[src/rtl/a2g_pkg.sv]
// Shared definitions for the a2g TX frame gate: FSM state encoding,
// control-word bit positions and error-flag bit positions.
package a2g_pkg;

   // Gate FSM states; the encoding is visible to software through state_dbg.
   typedef enum logic [1:0] {
      ST_IDLE  = 2'd0,
      ST_ARMED = 2'd1,
      ST_PASS  = 2'd2,
      ST_DROP  = 2'd3
   } a2g_state_t;

   // ctrl_word bit positions
   localparam int CTRL_TX_EN   = 0;
   localparam int CTRL_CNT_CLR = 1;
   localparam int CTRL_ERR_CLR = 2;

   // err_sticky bit positions
   localparam int ERR_READY = 0;   // tx_ready low while a frame was being forwarded
   localparam int ERR_LEN   = 1;   // frame too long or missing its eof

   // Rising-edge detect of a level against its registered copy.
   function automatic logic rise_edge(input logic cur, input logic prev);
      return cur & ~prev;
   endfunction

endpackage

[src/rtl/a2g_frame_counter.sv]
// Wrapping event counter with synchronous clear; clear beats increment.
module a2g_frame_counter #(
   parameter int CNT_W = 32
) (
   input  logic             i_clk,
   input  logic             i_rst_n,
   input  logic             i_inc,
   input  logic             i_clr,
   output logic [CNT_W-1:0] o_count
);

   logic [CNT_W-1:0] r_count;

   // Count events, wrapping modulo 2^CNT_W; a clear in the same cycle discards the increment.
   always_ff @(posedge i_clk or negedge i_rst_n) begin
      if (!i_rst_n) begin
         r_count <= {CNT_W{1'b0}};
      end else if (i_clr) begin
         r_count <= {CNT_W{1'b0}};
      end else if (i_inc) begin
         r_count <= r_count + {{(CNT_W-1){1'b0}}, 1'b1};
      end else begin
         r_count <= r_count;
      end
   end

   assign o_count = r_count;

endmodule

[src/rtl/a2g_tx_frame_gate.sv]
// Packet-boundary gate between the photon packetizer and the 10GbE TX FIFO.
// tx_en only takes effect between frames, over-long or unterminated frames
// are force-closed, and sent/dropped frames are counted for software.
module a2g_tx_frame_gate
   import a2g_pkg::*;
#(
   parameter int DATA_W          = 64,
   parameter int CNT_W           = 32,
   parameter int MAX_FRAME_WORDS = 128
) (
   input  logic              user_clk,
   input  logic              user_rst_n,
   input  logic [31:0]       ctrl_word,
   input  logic              in_valid,
   input  logic [DATA_W-1:0] in_data,
   input  logic              in_sof,
   input  logic              in_eof,
   input  logic              tx_ready,
   output logic              tx_valid,
   output logic [DATA_W-1:0] tx_data,
   output logic              tx_sof,
   output logic              tx_eof,
   output logic [CNT_W-1:0]  frames_sent,
   output logic [CNT_W-1:0]  frames_drop,
   output logic [1:0]        err_sticky,
   output logic [1:0]        state_dbg
);

   localparam int LEN_W = $clog2(MAX_FRAME_WORDS + 1);
   localparam logic [LEN_W-1:0] MAX_LEN = LEN_W'(MAX_FRAME_WORDS);
   localparam logic [LEN_W-1:0] ONE_LEN = LEN_W'(1);

   a2g_state_t        r_state;
   a2g_state_t        w_state_nxt;
   logic [LEN_W-1:0]  r_len;
   logic [LEN_W-1:0]  w_len_nxt;
   logic [LEN_W-1:0]  w_len_inc;
   logic              r_in_open;
   logic              w_in_open_nxt;
   logic [1:0]        r_ctrl_q;
   logic [1:0]        r_err;
   logic [1:0]        w_err_set;
   logic              r_tx_valid;
   logic              r_tx_sof;
   logic              r_tx_eof;
   logic [DATA_W-1:0] r_tx_data;
   logic              w_fwd;
   logic              w_fwd_sof;
   logic              w_fwd_eof;
   logic              w_sent_inc;
   logic              w_drop_inc;
   logic              w_tx_en;
   logic              w_cnt_clr;
   logic              w_err_clr;
   a2g_state_t        w_between;
   logic              w_unused_ctrl;

   assign w_tx_en       = ctrl_word[CTRL_TX_EN];
   assign w_cnt_clr     = rise_edge(ctrl_word[CTRL_CNT_CLR], r_ctrl_q[0]);
   assign w_err_clr     = rise_edge(ctrl_word[CTRL_ERR_CLR], r_ctrl_q[1]);
   assign w_between     = w_tx_en ? ST_ARMED : ST_IDLE;
   assign w_len_inc     = r_len + ONE_LEN;
   assign w_unused_ctrl = ^ctrl_word[31:3];

   // Track whether the input stream is inside a frame, so that enabling the gate
   // while a frame is already streaming discards its tail instead of treating it as orphans.
   always_comb begin
      w_in_open_nxt = r_in_open;
      if (in_valid) begin
         if (in_sof) begin
            w_in_open_nxt = ~in_eof;
         end else if (in_eof) begin
            w_in_open_nxt = 1'b0;
         end else begin
            w_in_open_nxt = r_in_open;
         end
      end else begin
         w_in_open_nxt = r_in_open;
      end
   end

   // Next-state, forwarding decision, counter events and error flags for the current word.
   always_comb begin
      w_state_nxt = r_state;
      w_fwd       = 1'b0;
      w_fwd_sof   = 1'b0;
      w_fwd_eof   = 1'b0;
      w_sent_inc  = 1'b0;
      w_drop_inc  = 1'b0;
      w_err_set   = 2'b00;
      w_len_nxt   = r_len;
      case (r_state)
         ST_IDLE: begin
            if (in_valid && in_sof) begin
               w_drop_inc = 1'b1;
            end else begin
               w_drop_inc = 1'b0;
            end
            if (w_tx_en) begin
               if (w_in_open_nxt) begin
                  w_state_nxt = ST_DROP;
               end else begin
                  w_state_nxt = ST_ARMED;
               end
            end else begin
               w_state_nxt = ST_IDLE;
            end
         end
         ST_ARMED: begin
            w_state_nxt = w_between;
            if (in_valid) begin
               if (in_sof) begin
                  if (tx_ready) begin
                     w_fwd     = 1'b1;
                     w_fwd_sof = 1'b1;
                     w_len_nxt = ONE_LEN;
                     if (in_eof) begin
                        w_fwd_eof  = 1'b1;
                        w_sent_inc = 1'b1;
                     end else begin
                        w_state_nxt = ST_PASS;
                     end
                  end else begin
                     w_drop_inc = 1'b1;
                     if (in_eof) begin
                        w_state_nxt = w_between;
                     end else begin
                        w_state_nxt = ST_DROP;
                     end
                  end
               end else begin
                  // orphan word: only its eof marks a frame that was lost
                  w_drop_inc = in_eof;
               end
            end else begin
               w_state_nxt = w_between;
            end
         end
         ST_PASS: begin
            if (in_valid) begin
               if (in_sof) begin
                  // new frame started before the open one ended: close the open one here
                  w_err_set[ERR_LEN] = 1'b1;
                  if (tx_ready) begin
                     w_fwd      = 1'b1;
                     w_fwd_eof  = 1'b1;
                     w_sent_inc = 1'b1;
                  end else begin
                     w_err_set[ERR_READY] = 1'b1;
                  end
                  if (in_eof) begin
                     w_state_nxt = w_between;
                  end else begin
                     w_state_nxt = ST_DROP;
                  end
               end else if (!tx_ready) begin
                  w_err_set[ERR_READY] = 1'b1;
                  if (in_eof) begin
                     w_state_nxt = w_between;
                  end else begin
                     w_state_nxt = ST_PASS;
                  end
               end else begin
                  w_fwd     = 1'b1;
                  w_len_nxt = w_len_inc;
                  if (in_eof) begin
                     w_fwd_eof   = 1'b1;
                     w_sent_inc  = 1'b1;
                     w_state_nxt = w_between;
                  end else if (w_len_inc == MAX_LEN) begin
                     w_fwd_eof          = 1'b1;
                     w_sent_inc         = 1'b1;
                     w_err_set[ERR_LEN] = 1'b1;
                     w_state_nxt        = ST_DROP;
                  end else begin
                     w_state_nxt = ST_PASS;
                  end
               end
            end else begin
               w_state_nxt = ST_PASS;
            end
         end
         ST_DROP: begin
            if (in_valid && in_eof) begin
               w_state_nxt = w_between;
            end else begin
               w_state_nxt = ST_DROP;
            end
         end
         default: begin
            w_state_nxt = ST_IDLE;
         end
      endcase
   end

   // FSM state, frame length and input-framing tracker.
   always_ff @(posedge user_clk or negedge user_rst_n) begin
      if (!user_rst_n) begin
         r_state   <= ST_IDLE;
         r_len     <= {LEN_W{1'b0}};
         r_in_open <= 1'b0;
      end else begin
         r_state   <= w_state_nxt;
         r_len     <= w_len_nxt;
         r_in_open <= w_in_open_nxt;
      end
   end

   // Registered output word: exactly one cycle after acceptance, zero when nothing forwarded.
   always_ff @(posedge user_clk or negedge user_rst_n) begin
      if (!user_rst_n) begin
         r_tx_valid <= 1'b0;
         r_tx_sof   <= 1'b0;
         r_tx_eof   <= 1'b0;
         r_tx_data  <= {DATA_W{1'b0}};
      end else begin
         r_tx_valid <= w_fwd;
         r_tx_sof   <= w_fwd_sof;
         r_tx_eof   <= w_fwd_eof;
         r_tx_data  <= w_fwd ? in_data : {DATA_W{1'b0}};
      end
   end

   // Previous control bits for edge detection, and the sticky error flags (set beats clear).
   always_ff @(posedge user_clk or negedge user_rst_n) begin
      if (!user_rst_n) begin
         r_ctrl_q <= 2'b00;
         r_err    <= 2'b00;
      end else begin
         r_ctrl_q <= {ctrl_word[CTRL_ERR_CLR], ctrl_word[CTRL_CNT_CLR]};
         if (w_err_clr) begin
            r_err <= w_err_set;
         end else begin
            r_err <= r_err | w_err_set;
         end
      end
   end

   a2g_frame_counter #(.CNT_W(CNT_W)) u_sent_cnt (
      .i_clk   (user_clk),
      .i_rst_n (user_rst_n),
      .i_inc   (w_sent_inc),
      .i_clr   (w_cnt_clr),
      .o_count (frames_sent)
   );

   a2g_frame_counter #(.CNT_W(CNT_W)) u_drop_cnt (
      .i_clk   (user_clk),
      .i_rst_n (user_rst_n),
      .i_inc   (w_drop_inc),
      .i_clr   (w_cnt_clr),
      .o_count (frames_drop)
   );

   assign tx_valid   = r_tx_valid;
   assign tx_sof     = r_tx_sof;
   assign tx_eof     = r_tx_eof;
   assign tx_data    = r_tx_data;
   assign err_sticky = r_err;
   assign state_dbg  = r_state;

endmodule

[config.mk]
export PLATFORM = sky130hd
export DESIGN_NAME = a2g_tx_frame_gate
export DESIGN_NICKNAME = d
export VERILOG_FILES = /design/src/rtl/a2g_pkg.sv /design/src/rtl/a2g_frame_counter.sv /design/src/rtl/a2g_tx_frame_gate.sv
export SDC_FILE = /design/constraint.sdc
export NUM_CORES = 1
export LEC_CHECK = 0
export BUFFER_PORTS_ARGS = -buffer_cell sky130_fd_sc_hd__buf_2
export CAP_MARGIN = 20
export CORE_UTILIZATION = 35
export DETAILED_ROUTE_END_ITERATION = 6
export PLACE_DENSITY = 0.67
export SLEW_MARGIN = 20
export SYNTH_ARGS = -nofsm -noshare
export SYNTH_HDL_FRONTEND = slang
export SYNTH_SLANG_ARGS = --single-unit
[constraint.sdc]
create_clock -name user_clk -period 3.5 [get_ports user_clk]
set_input_delay 0.525 -clock user_clk [delete_from_list [all_inputs] [get_ports user_clk]]
set_output_delay 0.525 -clock user_clk [all_outputs]
set_load 0.01 [all_outputs]
## After elaboration in Yosys (flattened, before gate mapping)

Cells that the tools add are included.

- $add $sub $neg: 3
- Equal/unequal tests: 10
- Muxes and demuxes: 57
- Bitwise gates (word level): 6
- Reduce and logical (&&, ||, !) cells: 7

Operators by type and width:

| cell | number |
|---|---|
| 2-to-1 mux 32 bit | 4 |
| adder 32 x 1 -> 32 bit, second input constant | 2 |
| 2-to-1 mux 64 bit | 1 |
| 2-to-1 mux 8 bit | 6 |
| 2-to-1 mux 2 bit | 16 |
| 2-to-1 mux 1 bit | 25 |
| one-hot mux 8 bit (2 select lines) | 1 |
| inequality test 2 bit, second input constant | 6 |
| adder 8 x 1 -> 8 bit, second input constant | 1 |
| == test 8 bit, second input constant | 1 |
| one-hot mux 2 bit (4 select lines) | 1 |
| AND reduction 7 bit | 1 |
| one-hot mux 1 bit (2 select lines) | 3 |
| nonzero test 2 bit | 3 |
| == test 2 bit, second input constant | 2 |
| inverter 1 bit | 3 |
| bitwise AND 1 bit | 2 |
| == test 2 x 1 -> 1 bit, second input constant | 1 |
| logical AND 1 bit | 2 |
| logical NOT 2 bit | 1 |
| OR 2 bit | 1 |

- Register bits after elaboration: 146
- Input port bits: 102
- Word-level logic and storage cells: 94

## Depth between registers and ports, before layout

- Depth in word-level cells: 10
- Mapped depth: 10

## Modules after synthesis

A second synthesis with hierarchy kept.

- Cells, all modules: 612
- Area total of the unflattened synthesis: 6472.5 um^2

By module, submodules not included:

| module | times used | cells an instance | area an instance (um^2) | seq. area each (um^2) |
|---|---|---|---|---|
| a2g_frame_counter | 2 | 176 | 1680.4 | 800.8 |
| a2g_tx_frame_gate | 1 | 260 | 3111.7 | 2052.0 |

## Worst setup path after synthesis

Ideal clock, no wire load.

- Path kind: register to register
- Start: reg r_state[0] (netlist: state_dbg[0])
- End: reg u_sent_cnt.r_count[26] (netlist: u_sent_cnt.o_count[26])
- Data arrival time: 2496 ps
- Path slack: 926 ps
- Stages on the path, launching flop included: 10
- Buffers on the path: 1
- Period minus slack after synthesis: 2574 ps
- Cell sequence: dfrtp_1 -> inv_1 -> ha_1 -> nand3_1 -> or2_2 -> nor3_1 -> a22oi_2 -> buf_6 -> or4_1 -> a21oi_1

- Longest elaborated chain between the ends: 3

Ends and longest elaborated chain:

| item | RTL line | source |
|---|---|---|
| from (decl) | a2g_tx_frame_gate.sv:33 | `a2g_state_t r_state;` |
| from (signal assigned) | a2g_tx_frame_gate.sv:203 | `r_state <= w_state_nxt;` |
| == test 2 bit or == test 2 x 1 -> 1 bit (tied branches) | a2g_tx_frame_gate.sv:92 | `case (r_state)` |
| one-hot mux 1 bit (2 select lines) * | a2g_tx_frame_gate.sv:92 |  |
| nonzero test 2 bit (no line) * | n/a |  |
| to (signal assigned) | a2g_frame_counter.sv:19 | `r_count <= {CNT_W{1'b0}};` |
| to (signal assigned) | a2g_frame_counter.sv:21 | `r_count <= r_count + {{(CNT_W-1){1'b0}}, 1'b1};` |
| to (signal assigned) | a2g_frame_counter.sv:23 | `r_count <= r_count;` |
| to (decl) | a2g_frame_counter.sv:12 | `logic [CNT_W-1:0] r_count;` |

Mark *: on every way between the ends. The rest lies on a longest branch, timed or not.
A chain may end at the register's enable or synchronous reset.

## Worst setup path in the final report

- Start: reg r_state[0] (netlist: state_dbg[0])
- End: reg u_sent_cnt.r_count[19] (netlist: u_sent_cnt.o_count[19])

The elaborated chain is that of the path after synthesis.

==> run summary <==
Core ar.: 18,090 sq um
CP max stage cell: or4_1
Post-synthesis net count: 729
Vias: 5,408
Die outline height: 138.3 um
Clk_lat worst skew: 0.42 ns
Min-delay worst type: input port to async pin
DR vias/cell: 5.068
WL/cell: 15.97 um
H-tree depth: 4
Top FF cell, synth: dfrtp_1
Fin util: 0.4683
R2R depth: 9
Initial antenna violation count: 2
Final hold vios: 0
DRT Wirelength: 17,050 um
R2R setup slack: 0.61 ns
# IOs: 237
Worst VDD drop: 0.0003267 V
PD cells: 532.8 nW/um^2
NumNets Final: 935
CTS tree: done
Crit start category: register
Clock slew at reported path FFs: 0.07 ns
Root buffer cell: clkbuf_16
Average size of a mapped cell: 10.50 sq um
CP Buf/Inv Count: 2
Die X: 138.3 um
GR Overflow Total: 0
WP data arrival: 3.23 ns
Launch point of the worst reg-to-reg path: state_dbg[0]$_DFF_PN0_
DRT iter0 DRCs: 295
FP Rows: 49
Pwr Total: 4512 uW
1st-pass router iterations: 7
Failing checks: DRC
Synth-to-layout area growth: 30.25%
Fin crit period: 2.887 ns
Worst Path Required: 3.84 ns
Sum Neg Setup Slack: 0 ns
Worst-path maximum fanout: 22
CTS resizes: 0
Vias in the first global route: 5,286
Post-route clock period utilization: 0.8248
Yosys warnings: 0
Max Clock Freq: 346.4 MHz
GP Congestion: 0.7513
EDFF count, synth: 0
Mapped Cells: 619
Die ar.: 19,130 sq um
Setup ws final: 0.6133 ns
Synth Register Bits: 146
Max capacitance violation total: 0
WP depth: 9
Critical path type: register to register
Worst slew pin tran: 0.8278 ns
Clk buf depth: 2
Worst-path cell chain: inv_1, ha_1, nand3_1, or4_1, a2111oi_4, a22oi_2, buf_6, or4_1, a21oi_1
Initial Util: 0.3595
Relative slew slack: 0.4466
Share of cells above drive strength 1: 0.3091
Number of port buffers: 207
Synthesized area: 6502 sq um
First-pass GRT wire length: 27,370 um
CTS sink cnt: 146
# Post-CTS Setup Buffers: 0
GR Util All Layers: 0.1840
CTS buffer count: 17
Final Max Slew Viols: 0
Netlist cell types: 50
Origin of the worst setup path: state_dbg[0]$_DFF_PN0_
Kind of cell adding the most delay to the critical path: simple AND/OR/NAND/NOR gates
CTS Hold Buffers Added: 0
Post-route DRC: 20
CP Capture Type: register
Largest net degree at the start of global routing: 82
Post-DRT Antenna Nets: 0
Status: finished, violations left
Async SR Flop Fraction: 1.000
Finish-stage setup viols: 0
Slowest stage delay, CP: 0.59 ns
Setup crit end: u_sent_cnt.o_count[19]$_DFFE_PN0P_
CP most frequent cell: or4_1
Antenna Cells: 0
RSZ-0062 raised after global routing: false
Leak: 0.004328 uW
Worst Skew: 0.009912 ns
Post-DP HPWL: 11,940 um
Pre-CTS setup slack: 0.5475 ns
Worst r2r dst: u_sent_cnt.o_count[19]$_DFFE_PN0P_
Seq/Total Area, Yosys: 0.5619
layout make-up:
type                    count  area, sq um
flip-flops and latches    146         3654
well taps                 229        286.5
inverters                  11        41.29
repair buffers            218         1154
fillers                  1637         9617
multi-input cells         431         2690
clock inverters            14        215.2
clock buffers              18        429.2
registers in the layout (all words and copies together), names as in the netlist:
signal and flops:
tx_sof 1, r_len 8, r_in_open 1, r_ctrl_q 2, u_sent_cnt.o_count 32, tx_data 64
tx_eof 1, err_sticky 2, state_dbg 2, tx_valid 1, u_drop_cnt.o_count 32
synthesized netlist by cell type, types with 5 or more instances:
library cell | n | area share
nor2b_1 | 6 | 0.0058
buf_2 | 7 | 0.0054
xor2_1 | 23 | 0.031
xnor2_1 | 10 | 0.013
nor2_1 | 42 | 0.024
nor3_1 | 13 | 0.010
ha_1 | 8 | 0.015
or3_1 | 10 | 0.0096
nand3_1 | 31 | 0.024
and3_1 | 9 | 0.0087
clkbuf_1 | 22 | 0.013
nand4_1 | 24 | 0.023
a21oi_1 | 29 | 0.022
and4_1 | 5 | 0.0067
inv_1 | 11 | 0.0063
nand2_1 | 41 | 0.024
o21ai_0 | 23 | 0.018
or4_1 | 20 | 0.023
and2_1 | 73 | 0.070
o31ai_1 | 17 | 0.020
dfrtp_1 | 146 | 0.56
nand2b_1 | 6 | 0.0058
worst min-delay path by stage:
stage | start | to | slack, ns
final | user_rst_n | u_sent_cnt.o_count[26]$_DFFE_PN0P_ | 0.13
after global routing | user_rst_n | u_sent_cnt.o_count[26]$_DFFE_PN0P_ | 0.20
after CTS | user_rst_n | u_sent_cnt.o_count[26]$_DFFE_PN0P_ | 0.17
after detailed placement | err_sticky[0]$_DFF_PN0_ | err_sticky[0]$_DFF_PN0_ | 0.48
after global placement | err_sticky[0]$_DFF_PN0_ | err_sticky[0]$_DFF_PN0_ | 0.46
after floorplan | user_rst_n | err_sticky[0]$_DFF_PN0_ | 0.23
worst reg2reg max path, stage by stage, from the launching register on:
cell and delay, ns:
dfrtp_1 0.39, inv_1 0.09, ha_1 0.31, nand3_1 0.11, or4_1 0.59, a2111oi_4 0.23, a22oi_2 0.21, buf_6 0.22
or4_1 0.51, a21oi_1 0.15
metrics by stage:
step                area (sq um)  instances  hold WS [ns]
floorplan                   6502        619        0.2294
global placement            7814       1034        0.4595
detailed placement          7825       1035        0.4848
CTS                         8469       1067        0.1731
global route                8469       1067        0.2006
finish                      8469       1067        0.1274
routing by layer:
layer,global-route usage,share of wire
met5,0,0
met4,0.06387,0.015
met3,0.05681,0.069
met2,0.3096,0.49
met1,0.2228,0.43
layout by cell type (no fill, tap or decap), types with 3 or more instances in the layout:
master	n
nor2_1	42
ha_1	8
buf_2	206
inv_8	3
nor3_1	13
clkbuf_16	17
and4_1	5
inv_6	5
bufinv_16	4
nand4_1	24
o41ai_1	3
nand2_1	41
nor2b_1	4
or4_1	20
xnor2_1	10
dfrtp_1	146
a21oi_1	29
and2_1	73
xor2_1	23
and3_1	9
buf_4	8
nand3_1	31
inv_1	11
nand2b_1	6
or3_1	10
o21ai_0	23
o211ai_1	4
o21a_1	4
o31ai_1	17
logic make-up (layout without fill, tap and decap cells):
family | count (synthesis) | after routing | synth area share
fa+ha+maj | 8 | 8 | 0.01539
simple gates | 288 | 288 | 0.2449
compound gates | 100 | 100 | 0.1035
mux | 2 | 2 | 0.003079
xor+xnor | 33 | 33 | 0.04445
flops | 146 | 146 | 0.5619
buf+inv | 42 | 261 | 0.02675
where the power goes:
group          switching (uW)  total (uW)  internal [uW]
combinational             354         614            260
sequential               88.3        1890           1800
clock                     787        2010           1220
total                    1230        4510           3280
Power figures use the tool's default switching activity.
